<file path="src/rtl/imem_refill_arbiter_pkg.sv">
// Shared constants, state/owner encodings and sizing helper for the I-memory refill arbiter.
package imem_refill_arbiter_pkg;

    localparam int IMEM_BLOCK_ADDR_SIZE = 8;
    localparam int IBLOCK_SIZE_BITS     = 32;
    localparam int IARB_TIMEOUT         = 64;

    typedef enum logic [1:0] {
        IARB_IDLE = 2'd0,
        IARB_READ = 2'd1,
        IARB_RESP = 2'd2,
        IARB_GAP  = 2'd3
    } iarb_state_e;

    typedef enum logic [1:0] {
        OWN_NONE = 2'd0,
        OWN_DM   = 2'd1,
        OWN_PF   = 2'd2
    } iarb_owner_e;

    // Counter width able to reach cycles-1; never narrower than one bit.
    function automatic int iarb_cnt_w(input int cycles);
        return (cycles > 2) ? $clog2(cycles) : 1;
    endfunction

endpackage

</file>
<file path="src/rtl/imem_refill_arbiter_counter.sv">
// Timeout counter: free-running up-counter with a synchronous clear and a count enable.
module imem_refill_arbiter_counter #(
    parameter int WIDTH = 6
) (
    input  logic             clock,
    input  logic             reset,
    input  logic             clear_i,
    input  logic             en_i,
    output logic [WIDTH-1:0] count_o
);

    logic [WIDTH-1:0] count_q;

    // Count enabled cycles; clear wins over enable.
    always_ff @(posedge clock or negedge reset) begin
        if (!reset) begin
            count_q <= '0;
        end else if (clear_i) begin
            count_q <= '0;
        end else if (en_i) begin
            count_q <= count_q + WIDTH'(1);
        end else begin
            count_q <= count_q;
        end
    end

    assign count_o = count_q;

endmodule

</file>
<file path="src/rtl/imem_refill_arbiter.sv">
// Shares the single instruction-memory read port between the demand-miss and prefetch
// requesters, with demand priority, prefetch promotion/abort, read timeout and an idle gap.
module imem_refill_arbiter
    import imem_refill_arbiter_pkg::*;
#(
    parameter int ADDR_W         = IMEM_BLOCK_ADDR_SIZE,
    parameter int DATA_W         = IBLOCK_SIZE_BITS,
    parameter int TIMEOUT_CYCLES = IARB_TIMEOUT
) (
    input  logic              clock,
    input  logic              reset,
    input  logic              dm_req_i,
    input  logic [ADDR_W-1:0] dm_addr_i,
    output logic              dm_ack_o,
    output logic              dm_valid_o,
    input  logic              pf_req_i,
    input  logic [ADDR_W-1:0] pf_addr_i,
    output logic              pf_ack_o,
    output logic              pf_valid_o,
    output logic              pf_dropped_o,
    output logic              resp_err_o,
    output logic [DATA_W-1:0] resp_data_o,
    output logic              mem_ren_o,
    output logic [ADDR_W-1:0] mem_addr_o,
    input  logic              mem_ready_i,
    input  logic [DATA_W-1:0] mem_dout_i,
    output logic              busy_o
);

    localparam int              CNT_W    = iarb_cnt_w(TIMEOUT_CYCLES);
    localparam logic [CNT_W-1:0] CNT_LAST = CNT_W'(TIMEOUT_CYCLES - 1);

    iarb_state_e       state_q;
    iarb_owner_e       owner_q;
    iarb_owner_e       owner_d;
    logic [ADDR_W-1:0] addr_q;
    logic              mem_ren_q;
    logic              dm_ack_q;
    logic              pf_ack_q;
    logic              dm_valid_q;
    logic              pf_valid_q;
    logic              pf_dropped_q;
    logic              resp_err_q;
    logic [DATA_W-1:0] resp_data_q;

    logic [CNT_W-1:0]  tmo_cnt_s;
    logic              dm_hit_s;
    logic              promote_s;
    logic              abort_s;
    logic              mem_done_s;
    logic              timeout_s;

    // Counts only the cycles the read enable is actually high, so the limit measures memory wait.
    imem_refill_arbiter_counter #(
        .WIDTH (CNT_W)
    ) u_tmo_cnt (
        .clock   (clock),
        .reset   (reset),
        .clear_i (state_q != IARB_READ),
        .en_i    (mem_ren_q),
        .count_o (tmo_cnt_s)
    );

    // A demand hitting an in-flight prefetch either takes it over (same block) or aborts it.
    assign dm_hit_s   = (state_q == IARB_READ) && (owner_q == OWN_PF) && dm_req_i;
    assign promote_s  = dm_hit_s && (dm_addr_i == addr_q);
    assign abort_s    = dm_hit_s && (dm_addr_i != addr_q);
    assign owner_d    = promote_s ? OWN_DM : owner_q;
    assign mem_done_s = mem_ren_q && mem_ready_i;
    assign timeout_s  = mem_ren_q && (tmo_cnt_s == CNT_LAST);

    // Arbitration FSM with registered handshake, memory and response outputs.
    always_ff @(posedge clock or negedge reset) begin
        if (!reset) begin
            state_q      <= IARB_IDLE;
            owner_q      <= OWN_NONE;
            addr_q       <= '0;
            mem_ren_q    <= 1'b0;
            dm_ack_q     <= 1'b0;
            pf_ack_q     <= 1'b0;
            dm_valid_q   <= 1'b0;
            pf_valid_q   <= 1'b0;
            pf_dropped_q <= 1'b0;
            resp_err_q   <= 1'b0;
            resp_data_q  <= '0;
        end else begin
            dm_ack_q     <= 1'b0;
            pf_ack_q     <= 1'b0;
            dm_valid_q   <= 1'b0;
            pf_valid_q   <= 1'b0;
            pf_dropped_q <= 1'b0;
            resp_err_q   <= 1'b0;
            case (state_q)
                IARB_IDLE: begin
                    mem_ren_q <= 1'b0;
                    if (dm_req_i) begin
                        dm_ack_q <= 1'b1;
                        addr_q   <= dm_addr_i;
                        owner_q  <= OWN_DM;
                        state_q  <= IARB_READ;
                    end else if (pf_req_i) begin
                        pf_ack_q <= 1'b1;
                        addr_q   <= pf_addr_i;
                        owner_q  <= OWN_PF;
                        state_q  <= IARB_READ;
                    end else begin
                        owner_q  <= OWN_NONE;
                    end
                end
                IARB_READ: begin
                    dm_ack_q     <= promote_s;
                    pf_dropped_q <= promote_s;
                    owner_q      <= owner_d;
                    if (mem_done_s) begin
                        resp_data_q <= mem_dout_i;
                        mem_ren_q   <= 1'b0;
                        dm_valid_q  <= (owner_d == OWN_DM);
                        pf_valid_q  <= (owner_d == OWN_PF);
                        state_q     <= IARB_RESP;
                    end else if (abort_s) begin
                        pf_dropped_q <= 1'b1;
                        mem_ren_q    <= 1'b0;
                        owner_q      <= OWN_NONE;
                        state_q      <= IARB_GAP;
                    end else if (timeout_s) begin
                        resp_data_q <= '0;
                        resp_err_q  <= 1'b1;
                        mem_ren_q   <= 1'b0;
                        dm_valid_q  <= (owner_d == OWN_DM);
                        pf_valid_q  <= (owner_d == OWN_PF);
                        state_q     <= IARB_RESP;
                    end else begin
                        mem_ren_q   <= 1'b1;
                    end
                end
                IARB_RESP: begin
                    mem_ren_q <= 1'b0;
                    owner_q   <= OWN_NONE;
                    state_q   <= IARB_GAP;
                end
                IARB_GAP: begin
                    mem_ren_q <= 1'b0;
                    state_q   <= IARB_IDLE;
                end
                default: begin
                    mem_ren_q <= 1'b0;
                    owner_q   <= OWN_NONE;
                    state_q   <= IARB_IDLE;
                end
            endcase
        end
    end

    assign dm_ack_o     = dm_ack_q;
    assign pf_ack_o     = pf_ack_q;
    assign dm_valid_o   = dm_valid_q;
    assign pf_valid_o   = pf_valid_q;
    assign pf_dropped_o = pf_dropped_q;
    assign resp_err_o   = resp_err_q;
    assign resp_data_o  = resp_data_q;
    assign mem_ren_o    = mem_ren_q;
    assign mem_addr_o   = addr_q;
    assign busy_o       = (state_q != IARB_IDLE);

endmodule

</file>
<file path="config.mk">
export PLATFORM = sky130hd
export DESIGN_NAME = imem_refill_arbiter
export DESIGN_NICKNAME = d
export VERILOG_FILES = /design/src/rtl/imem_refill_arbiter_pkg.sv /design/src/rtl/imem_refill_arbiter_counter.sv /design/src/rtl/imem_refill_arbiter.sv
export SDC_FILE = /design/constraint.sdc
export NUM_CORES = 1
export LEC_CHECK = 0
export CAP_MARGIN = 20
export CELL_PAD_IN_SITES_DETAIL_PLACEMENT = 0
export CELL_PAD_IN_SITES_GLOBAL_PLACEMENT = 1
export CORE_MARGIN = 2
export CORE_UTILIZATION = 34
export DETAILED_ROUTE_END_ITERATION = 10
export GPL_ROUTABILITY_DRIVEN = 0
export PLACE_DENSITY = 0.89
export SYNTH_ARGS = -nofsm -noshare
export SYNTH_HDL_FRONTEND = slang
export SYNTH_SLANG_ARGS = --single-unit
</file>
<file path="constraint.sdc">
create_clock -name clock -period 3.9 [get_ports clock]
set_clock_uncertainty 0.1 [all_clocks]
set_input_delay 0.585 -clock clock [delete_from_list [all_inputs] [get_ports clock]]
set_output_delay 0.585 -clock clock [all_outputs]
set_load 0.02 [all_outputs]
</file>
### Word level (Yosys, flattened, before mapping)

Index checks and enable logic that the tools add are counted.

| word-level totals | value |
|---|---|
| memories | 0 |
| latch bits | 0 |
| word-level logic and storage cells | 85 |
| bits in writable memories | 0 |
| output and inout bits | 48 |
| ROM bits | 0 |
| register bits | 57 |
| input bits | 53 |

| operators by class | value |
|---|---|
| add/subtract/negate cells | 1 |
| mux-type cells | 43 |
| multipliers | 0 |
| $lt $le $gt $ge | 0 |
| div/mod/pow operators | 0 |
| equal/unequal tests | 13 |
| reductions and logical operators | 16 |
| bitwise logic cells | 0 |
| shift operators | 0 |

Operator list:

| kind | number |
|---|---|
| 32-bit two-way mux | 3 |
| 1-bit two-way mux | 22 |
| 2-bit two-way mux | 10 |
| 8-bit two-way mux | 2 |
| 6-bit two-way mux | 2 |
| 2-bit == test, second input constant | 4 |
| 8-bit == test | 1 |
| 8-bit inequality test | 1 |
| 2-bit case mux with 4 select lines | 1 |
| 2-bit nonzero test | 4 |
| 6-bit by 1-bit adder with 6-bit output, second input constant | 1 |
| 6-bit == test, second input constant | 1 |
| 1-bit logical AND | 6 |
| 2-bit case mux with 3 select lines | 1 |
| 2-bit by 1-bit == test with 1-bit output, second input constant | 2 |
| 2-bit by 1-bit inequality test with 1-bit output, second input constant | 2 |
| 4-bit inequality test, second input constant | 1 |
| 1-bit case mux with 2 select lines | 2 |
| 2-bit AND reduction | 2 |
| 3-bit inequality test, second input constant | 1 |
| 3-bit AND reduction | 1 |
| 3-bit nonzero test | 1 |
| 3-bit OR reduction | 1 |
| 2-bit logical NOT | 1 |

### Longest topological paths before layout

Gate-level depths: netlist of the first run.

| depth | value |
|---|---|
| depth after elaboration | 10 |
| gate-level depth with buffers | 8 |
| depth with buffers taken out | 6 |

### By module

Synthesis of the first run repeated with hierarchy kept, for this count alone.

| unflattened totals | value |
|---|---|
| cell total of the unflattened synthesis | 199 |
| area total of the unflattened synthesis | 2,397.3 sq um |

By module, submodules not included:

| module | instances | cells each | area each (sq um) | sequential area each (sq um) |
|---|---|---|---|---|
| imem_refill_arbiter | 1 | 175 | 2,128.3 | 1,276.2 |
| imem_refill_arbiter_counter | 1 | 24 | 269.0 | 150.1 |

### Worst setup path before layout of the first run

Ideal clock, no wire load.

| path | value |
|---|---|
| path type | input port to flip-flop |
| start point | input port dm_addr_i[6] |
| end point | register resp_data_q[11], in the netlist resp_data_o[11] |
| stages on the path | 7 |
| data required time | 3,679 ps |
| library setup time | 121 ps |
| path slack | 1,740 ps |
| data arrival time | 1,939 ps |
| path buffers | 2 |
| cell sequence | xor2_1 -> nor4_2 -> a221oi_1 -> or2_1 -> buf_6 -> buf_6 -> a22o_1 |

| on the way | value |
|---|---|
| cells in the longest elaborated chain, start to end | 4 |

RTL lines:

| element | RTL line | source |
|---|---|---|
| start: declaration | imem_refill_arbiter.sv:13 | `input logic [ADDR_W-1:0] dm_addr_i,` |
| 8-bit inequality test | imem_refill_arbiter.sv:67 | `assign abort_s = dm_hit_s && (dm_addr_i != addr_q);` |
| 1-bit logical AND | imem_refill_arbiter.sv:67 |  |
| 2-bit by 1-bit inequality test with 1-bit output (no source line) | - |  |
| 3-bit AND reduction (no source line) | - |  |
| end signal: assignment | imem_refill_arbiter.sv:115 | `resp_data_q <= mem_dout_i;` |
| end: declaration | imem_refill_arbiter.sv:44 | `logic [DATA_W-1:0] resp_data_q;` |

No other way between the ends.
A chain may end at the register's enable or synchronous reset.

### Worst setup path in the final report of the first run

| path | value |
|---|---|
| start point | register state_q[0] |
| end point | output port busy_o |

| on the way | value |
|---|---|
| cells in the longest elaborated chain, start to end | 1 |

RTL lines:

| element | RTL line | source |
|---|---|---|
| start: declaration | imem_refill_arbiter.sv:33 | `iarb_state_e state_q;` |
| start signal: assignment | imem_refill_arbiter.sv:75 | `state_q <= IARB_IDLE;` |
| start signal: assignment | imem_refill_arbiter.sv:100 | `state_q <= IARB_READ;` |
| start signal: assignment | imem_refill_arbiter.sv:105 | `state_q <= IARB_READ;` |
| 2-bit nonzero test | imem_refill_arbiter.sv:163 | `assign busy_o = (state_q != IARB_IDLE);` |
| end: declaration | imem_refill_arbiter.sv:27 | `output logic busy_o` |

No other way between the ends.

==> flow_metrics.env, run 1 <==
export IMPL_outcome="completed"
export IMPL_drtAntennaViolNets=0
export IMPL_grt_max_degree=37
export IMPL_slew_headroom_pct=63.4
export IMPL_setup_violations=0
export IMPL_grt_pass1_wl_mm=9.65
export IMPL_areaGrowthSynthToFinish_pct=52.7
export IMPL_wl_mm=6.21
export IMPL_cts_resized=0
export IMPL_timing_hold_worst_class="in -> async"
export IMPL_seqCellArea_sq_um=1430
export IMPL_rsz0062_at_grt="no"
export IMPL_critPathRequiredTime_ns=3.21
export IMPL_n_antenna_cell=0
export IMPL_power_density_nw_per_um2=775
export IMPL_crit_chain="inv_1 > ha_1 > inv_1 > clkdlybuf4s50_1"
export IMPL_ir_worst_vdd_v=0.000285
export IMPL_syn_avg_cell_area_sq_um=11.9
export IMPL_fmax_mhz=361
export IMPL_startpoint="state_q[0]$_DFFE_PN0P_"
export IMPL_ios=101
export IMPL_cts_root_buf="clkbuf_8"
export IMPL_tightest_slew_ns=0.549
export IMPL_cts_max_path_buffers=2
export IMPL_synth_edff_count=0
export IMPL_ys_async_sr_fraction_pct=100
export IMPL_cpMaxStageDelayCell="clkdlybuf4s50_1"
export IMPL_drc=0
export IMPL_mappedNetlistArea_sq_um=2450
export IMPL_synth_main_ff_cell="dfrtp_1"
export IMPL_nets=362
export IMPL_yosysTopAreaCellShare_pct=58.3
export IMPL_maxCapViolCount=0
export IMPL_multi_input_area_sq_um=921
export IMPL_grt_pass1_vias=2010
export IMPL_num_rows=30
export IMPL_rr_startpoint="state_q[1]$_DFFE_PN0P_"
export IMPL_worstSkewPairLatency_ns=0.33
export IMPL_r2r_cells=7
export IMPL_period_needed_ns=2.77
export IMPL_ys_warn_count=0
export IMPL_r2r_end="resp_data_o[0]$_DFFE_PN0P_"
export IMPL_ys_seq_area_share_pct=58.3
export IMPL_wire_per_inst_microns=15.3
export IMPL_power_leakage_nw=1.60
export IMPL_cp_start_kind="flop"
export IMPL_cts_sinks=57
export IMPL_cts_clk_slew_worst_paths_ns=0.06
export IMPL_cp_max_fo=16
export IMPL_synth_area_leaders="dfrtp_1 58%, a22o_1 11%, o22ai_1 3.3%, xor2_1 3.2%, a21oi_1 2.7%"
export IMPL_grt_overflow_total=0
export IMPL_muxShareOfSynthArea_pct=0.870
export IMPL_post_cts_repair_setup_buffers=0
export IMPL_max_stage_delay_ns=0.57
export IMPL_min_period_over_period_pct=70.9
export IMPL_place_hpwl_mm=4.39
export IMPL_cp_end_kind="primary output"
export IMPL_synth_top_family_by_area="compound AO/OA/AOI/OAI gates"
export IMPL_finish_utilization_pct=54.4
export IMPL_arrival_ns=2.08
export IMPL_cp_common_cell="inv_1"
export IMPL_port_buffers=100
export IMPL_firstDrtPassIters=4
export IMPL_fp_coreArea_sq_um=6870
export IMPL_synth_top_area_cell="dfrtp_1"
export IMPL_fp_dieH_microns=88.8
export IMPL_hold_viol=0
export IMPL_drt_iter0_markers=110
export IMPL_synth_cells=205
export IMPL_drive_above_1_share_pct=7.12
export IMPL_synthSimpleGateAreaFrac_pct=9.31
export IMPL_die_w_microns=88.8
export IMPL_vias=2011
export IMPL_syn_num_nets=262
export IMPL_endpoint="busy_o"
export IMPL_cts_inserted_buffers=9
export IMPL_synth_compound_area_share_pct=20.8
export IMPL_synth_xor_area_share_pct=4.65
export IMPL_synth_most_common_cell="dfrtp_1"
export IMPL_grt_usage_pct=16.2
export IMPL_cts_hold_buf=0
export IMPL_htree_levels=3
export IMPL_synth_cell_type_count=34
export IMPL_rrSetupSlack_ns=1.54
export IMPL_totalNegativeSetupSlack_ns=0
export IMPL_antenna_found_initial=0
export IMPL_die_area_sq_um=7890
export IMPL_ys_ff_latch=57
export IMPL_initial_utilization_pct=35.6
export IMPL_tritoncts="built"
export IMPL_worstSetupPathType="reg -> out"
export IMPL_slew_viol_final=0
export IMPL_synth_common_cells="57 x dfrtp_1, 32 x a22o_1, 13 x a21oi_1, 13 x o22ai_1, 12 x nand2_1"
export IMPL_fill_cells=612
export IMPL_vias_per_cell=4.97
export IMPL_yosys_area_share_adder_pct=2.05
## cell type report
cell class / instances / share of cell area [%]
inverters: 4 / 0.402
multi-input cells: 130 / 24.7
well taps: 96 / 3.22
repair buffers: 103 / 27.8
clock buffers: 13 / 4.79
clock inverters: 2 / 0.938
flip-flops and latches: 57 / 38.2
## metal layers
| layer | global-route usage (%) | part of all wire [%] | vias up |
|---|---|---|---|
| met3 | 5.78 | 6.7 | 4 |
| li1 | - | - | 955 |
| met4 | 5.79 | 0.50 | 0 |
| met2 | 25.6 | 49 | 68 |
| met1 | 20.4 | 44 | 984 |
| met5 | 0 | 0 | - |
## flip-flops by register name (all words and copies together), names as in the netlist
name / cells
mem_addr_o: 8
dm_valid_o: 1
resp_err_o: 1
state_q: 2
pf_dropped_o: 1
resp_data_o: 32
u_tmo_cnt.count_o: 6
mem_ren_o: 1
owner_q: 2
dm_ack_o: 1
pf_valid_o: 1
pf_ack_o: 1
## placed cells by master (no fill, tap or decap), types with 2 or more instances in the layout
master / n
xor2_1: 9
o21ai_0: 6
nor2_1: 6
clkbuf_8: 13
and3_1: 3
nand3b_1: 4
xnor2_1: 4
nor4_2: 2
a21oi_1: 13
a22o_1: 32
dfrtp_1: 57
nand2_1: 12
ha_1: 4
buf_4: 2
nor2b_1: 2
and2_1: 5
nand4_1: 2
inv_1: 4
clkdlybuf4s50_1: 99
o22ai_1: 13
## critical path: cells and delay by family, from the launching register on
family | cells | cell delay, ns
fa+ha+maj | 1 | 0.51
flops | 1 | 0.42
buf+inv | 3 | 0.82
## through the flow
step           cell area, sq um  hold slack, ns  worst slack [ns]  total power, W  instances
2_1_floorplan              2450           0.189              1.74         0.00172        205
3_3_place_gp               3490           0.387             0.851         0.00229        389
4_1_cts                    3710           0.122              1.10         0.00292        404
3_5_place_dp               3490           0.390             0.778         0.00232        389
6_report                   3730           0.120              1.13         0.00290        405
5_1_grt                    3730           0.136              1.00         0.00308        405
## worst min-delay path by stage
| stage | to | slack, ns | depth (start not counted) |
|---|---|---|---|
| 6_report | resp_data_o[10]$_DFFE_PN0P_ | 0.12 | 1 |
| 3_3_place_gp | resp_data_o[5]$_DFFE_PN0P_ | 0.39 | 1 |
| 3_5_place_dp | resp_data_o[20]$_DFFE_PN0P_ | 0.39 | 1 |
| 2_1_floorplan | dm_ack_o$_DFF_PN0_ | 0.19 | 0 |
| 5_1_grt | resp_data_o[17]$_DFFE_PN0P_ | 0.14 | 1 |
| 4_1_cts | resp_data_o[17]$_DFFE_PN0P_ | 0.12 | 1 |
## report_power, final
part / switching, W / internal (W)
Sequential: 0.000174 / 0.000822
Clock: 0.000224 / 0.000360
Combinational: 0.000637 / 0.000680
## cells by family (layout without fill, tap and decap cells)
family / count (synthesis) / count (layout)
multiplexers: 2 / 2
AO/OA/AOI/OAI: 70 / 70
XOR/XNOR: 13 / 13
flip-flops: 57 / 57
buffers and inverters: 18 / 122
AND/OR/NAND/NOR: 41 / 41
adder cells (fa/ha/maj): 4 / 4
(Power assumes the default switching activity.)
==> run 2, diff against run 1 <==
- CORE_UTILIZATION: 34 -> 29
- PLACE_DENSITY: 0.89 -> 0.81
- clock period: 3.9 -> 2.5 ns (I/O delays scaled with it)
==> run 2 against run 1 <==
  * Clock power increased by 50%
  * Die area up 16%
  * Sequential share of layout area decreased by 0.44 points
  * Sequential cell count is the same
  * Global-route usage is 2.1 points lower
  * Critical path depth unchanged
  * Non-clock buffer count increased by 6
  * Via count is 1.3% higher
  * Critical path type unchanged
  * Largest power group unchanged
==> flow_metrics.env, run 2 (same netlist as run 1, synthesis figures left out) <==
export IMPL_port_buffers=100
export IMPL_cts_inserted_buffers=9
export IMPL_min_period_over_period_pct=87.9
export IMPL_fp_dieH_microns=95.8
export IMPL_nets=368
export IMPL_finalInstanceArea_sq_um=3780
export IMPL_tritoncts="built"
export IMPL_drive_above_1_share_pct=8.54
export IMPL_fill_cells=760
export IMPL_outcome="completed"
export IMPL_cp_max_fo=4
export IMPL_fin_ws_ns=0.302
export IMPL_worstSetupPathType="reg -> out"
export IMPL_cts_resized=0
export IMPL_critPathRequiredTime_ns=2.03
export IMPL_cp_common_cell="inv_1"
export IMPL_final_cell_mix="99 x clkdlybuf4s50_1, 57 x dfrtp_1, 32 x a22o_1"
export IMPL_whs_ns=0.404
export IMPL_worstSkewPairLatency_ns=0.33
export IMPL_grt_pass1_vias=2028
export IMPL_layout_commonest_cell="clkdlybuf4s50_1"
export IMPL_slew_viol_final=0
export IMPL_die_w_microns=95.8
export IMPL_fp_coreArea_sq_um=8220
export IMPL_areaGrowthSynthToFinish_pct=54.5
export IMPL_cp_end_kind="primary output"
export IMPL_initial_utilization_pct=29.8
export IMPL_drt_iter0_markers=28
export IMPL_setup_violations=0
export IMPL_antenna_found_initial=0
export IMPL_arrival_ns=1.72
export IMPL_num_rows=33
export IMPL_power_leakage_nw=1.62
export IMPL_grt_overflow_total=0
export IMPL_max_stage_delay_ns=0.61
export IMPL_hold_viol=0
export IMPL_cts_sinks=57
export IMPL_power_density_nw_per_um2=1190
export IMPL_grt_pass1_wl_mm=9.84
export IMPL_maxCapViolCount=0
export IMPL_largest_reg_flops=32
export IMPL_cts_max_path_buffers=2
export IMPL_htree_levels=3
export IMPL_vias_per_cell=4.84
export IMPL_cts_root_buf="clkbuf_8"
export IMPL_grt_usage_pct=14.1
export IMPL_cts_clk_slew_worst_paths_ns=0.06
export IMPL_firstDrtPassIters=4
export IMPL_fmax_mhz=455
export IMPL_crit_chain="inv_1 > ha_1 > inv_1 > clkdlybuf4s50_1"
export IMPL_vias=2038
export IMPL_drc=0
export IMPL_cpMaxStageDelayCell="clkdlybuf4s50_1"
export IMPL_cp_start_kind="flop"
export IMPL_placed_area_sq_um=3560
export IMPL_timing_hold_worst_class="reg -> reg"
export IMPL_place_ws_ns=-0.0419
export IMPL_drtAntennaViolNets=0
export IMPL_n_antenna_cell=0
export IMPL_rsz0062_at_grt="no"
export IMPL_place_hpwl_mm=4.59
export IMPL_die_area_sq_um=9190
export IMPL_ios=101
export IMPL_tightest_slew_ns=0.552
export IMPL_slew_headroom_pct=63.2
export IMPL_period_needed_ns=2.20
export IMPL_post_cts_repair_setup_buffers=0
export IMPL_wire_per_inst_microns=15.1
export IMPL_wl_mm=6.35
export IMPL_grt_max_degree=34
export IMPL_ir_worst_vdd_v=0.000507
-- run 2: changes by cell type in the layout (fill, tap and decap cells not counted) --
cell,change
buf_4,+5
buf_16,-1
dlygate4sd3_1,+1
clkinv_4,+1
buf_12,+1
clkbuf_8,-2
clkinvlp_4,+1
clkbuf_1,+1
-- run 2: report_power, final --
group	leakage, nW	internal [W]	total [W]	switching (W)
clock	0.103	0.000515	0.000875	0.000360
combinational	0.795	0.00108	0.00208	0.00101
sequential	0.724	0.00128	0.00155	0.000271
-- run 2: path summary, 6_finish.rpt --
kind                                        startpoint                                to  slack, ns  cells after the start
max in group asynchronous                        reset  u_tmo_cnt.count_o[1]$_DFFE_PN0P_       1.18                      3
max reg2reg                     state_q[1]$_DFFE_PN0P_        resp_data_o[0]$_DFFE_PN0P_       0.32                      7
min                        resp_data_o[13]$_DFFE_PN0P_       resp_data_o[13]$_DFFE_PN0P_       0.40                      1
min in group asynchronous                        reset       resp_data_o[23]$_DFFE_PN0P_       0.47                      2
min reg2reg                resp_data_o[13]$_DFFE_PN0P_       resp_data_o[13]$_DFFE_PN0P_       0.40                      1
max                             state_q[0]$_DFFE_PN0P_                            busy_o       0.30                      4
-- run 2: cell type report --
type,count,area [sq um],share of cell area (%)
repair buffers,109,1080,28.5
well taps,105,131,3.48
flip-flops and latches,57,1430,37.7
clock inverters,4,51.3,1.36
inverters,4,15.0,0.397
multi-input cells,130,921,24.4
clock buffers,12,155,4.11
-- run 2: through the flow --
step	instances	setup TNS (ns)	total power, W	util [%]
5_1_grt	421	0	0.00480	46.0
6_report	421	0	0.00451	46.0
3_5_place_dp	404	-0.841	0.00366	43.4
3_3_place_gp	404	0	0.00361	43.4
4_1_cts	421	0	0.00457	46.0
2_1_floorplan	205	0	0.00269	-
-- run 2: worst max-delay path, delay by kind of cell (launching register included) --
family | cells | cell delay [ns]
adder cells (fa/ha/maj) | 1 | 0.22
flip-flops | 1 | 0.40
buffers and inverters | 3 | 0.78
-- run 2: layer usage --
metal,part of all wire [%],vias to the layer above,global-route usage [%]
li1,-,968,-
met1,44,994,17.2
met2,49,69,23.7
met3,6.5,7,4.07
met4,1.3,0,5.00
met5,0,-,0
-- run 2: repair_timing --
item / CTS / global route
setup endpoints to repair: 0 / 0
hold endpoints to repair: 24 / 0
hold buffers: 1 / 0
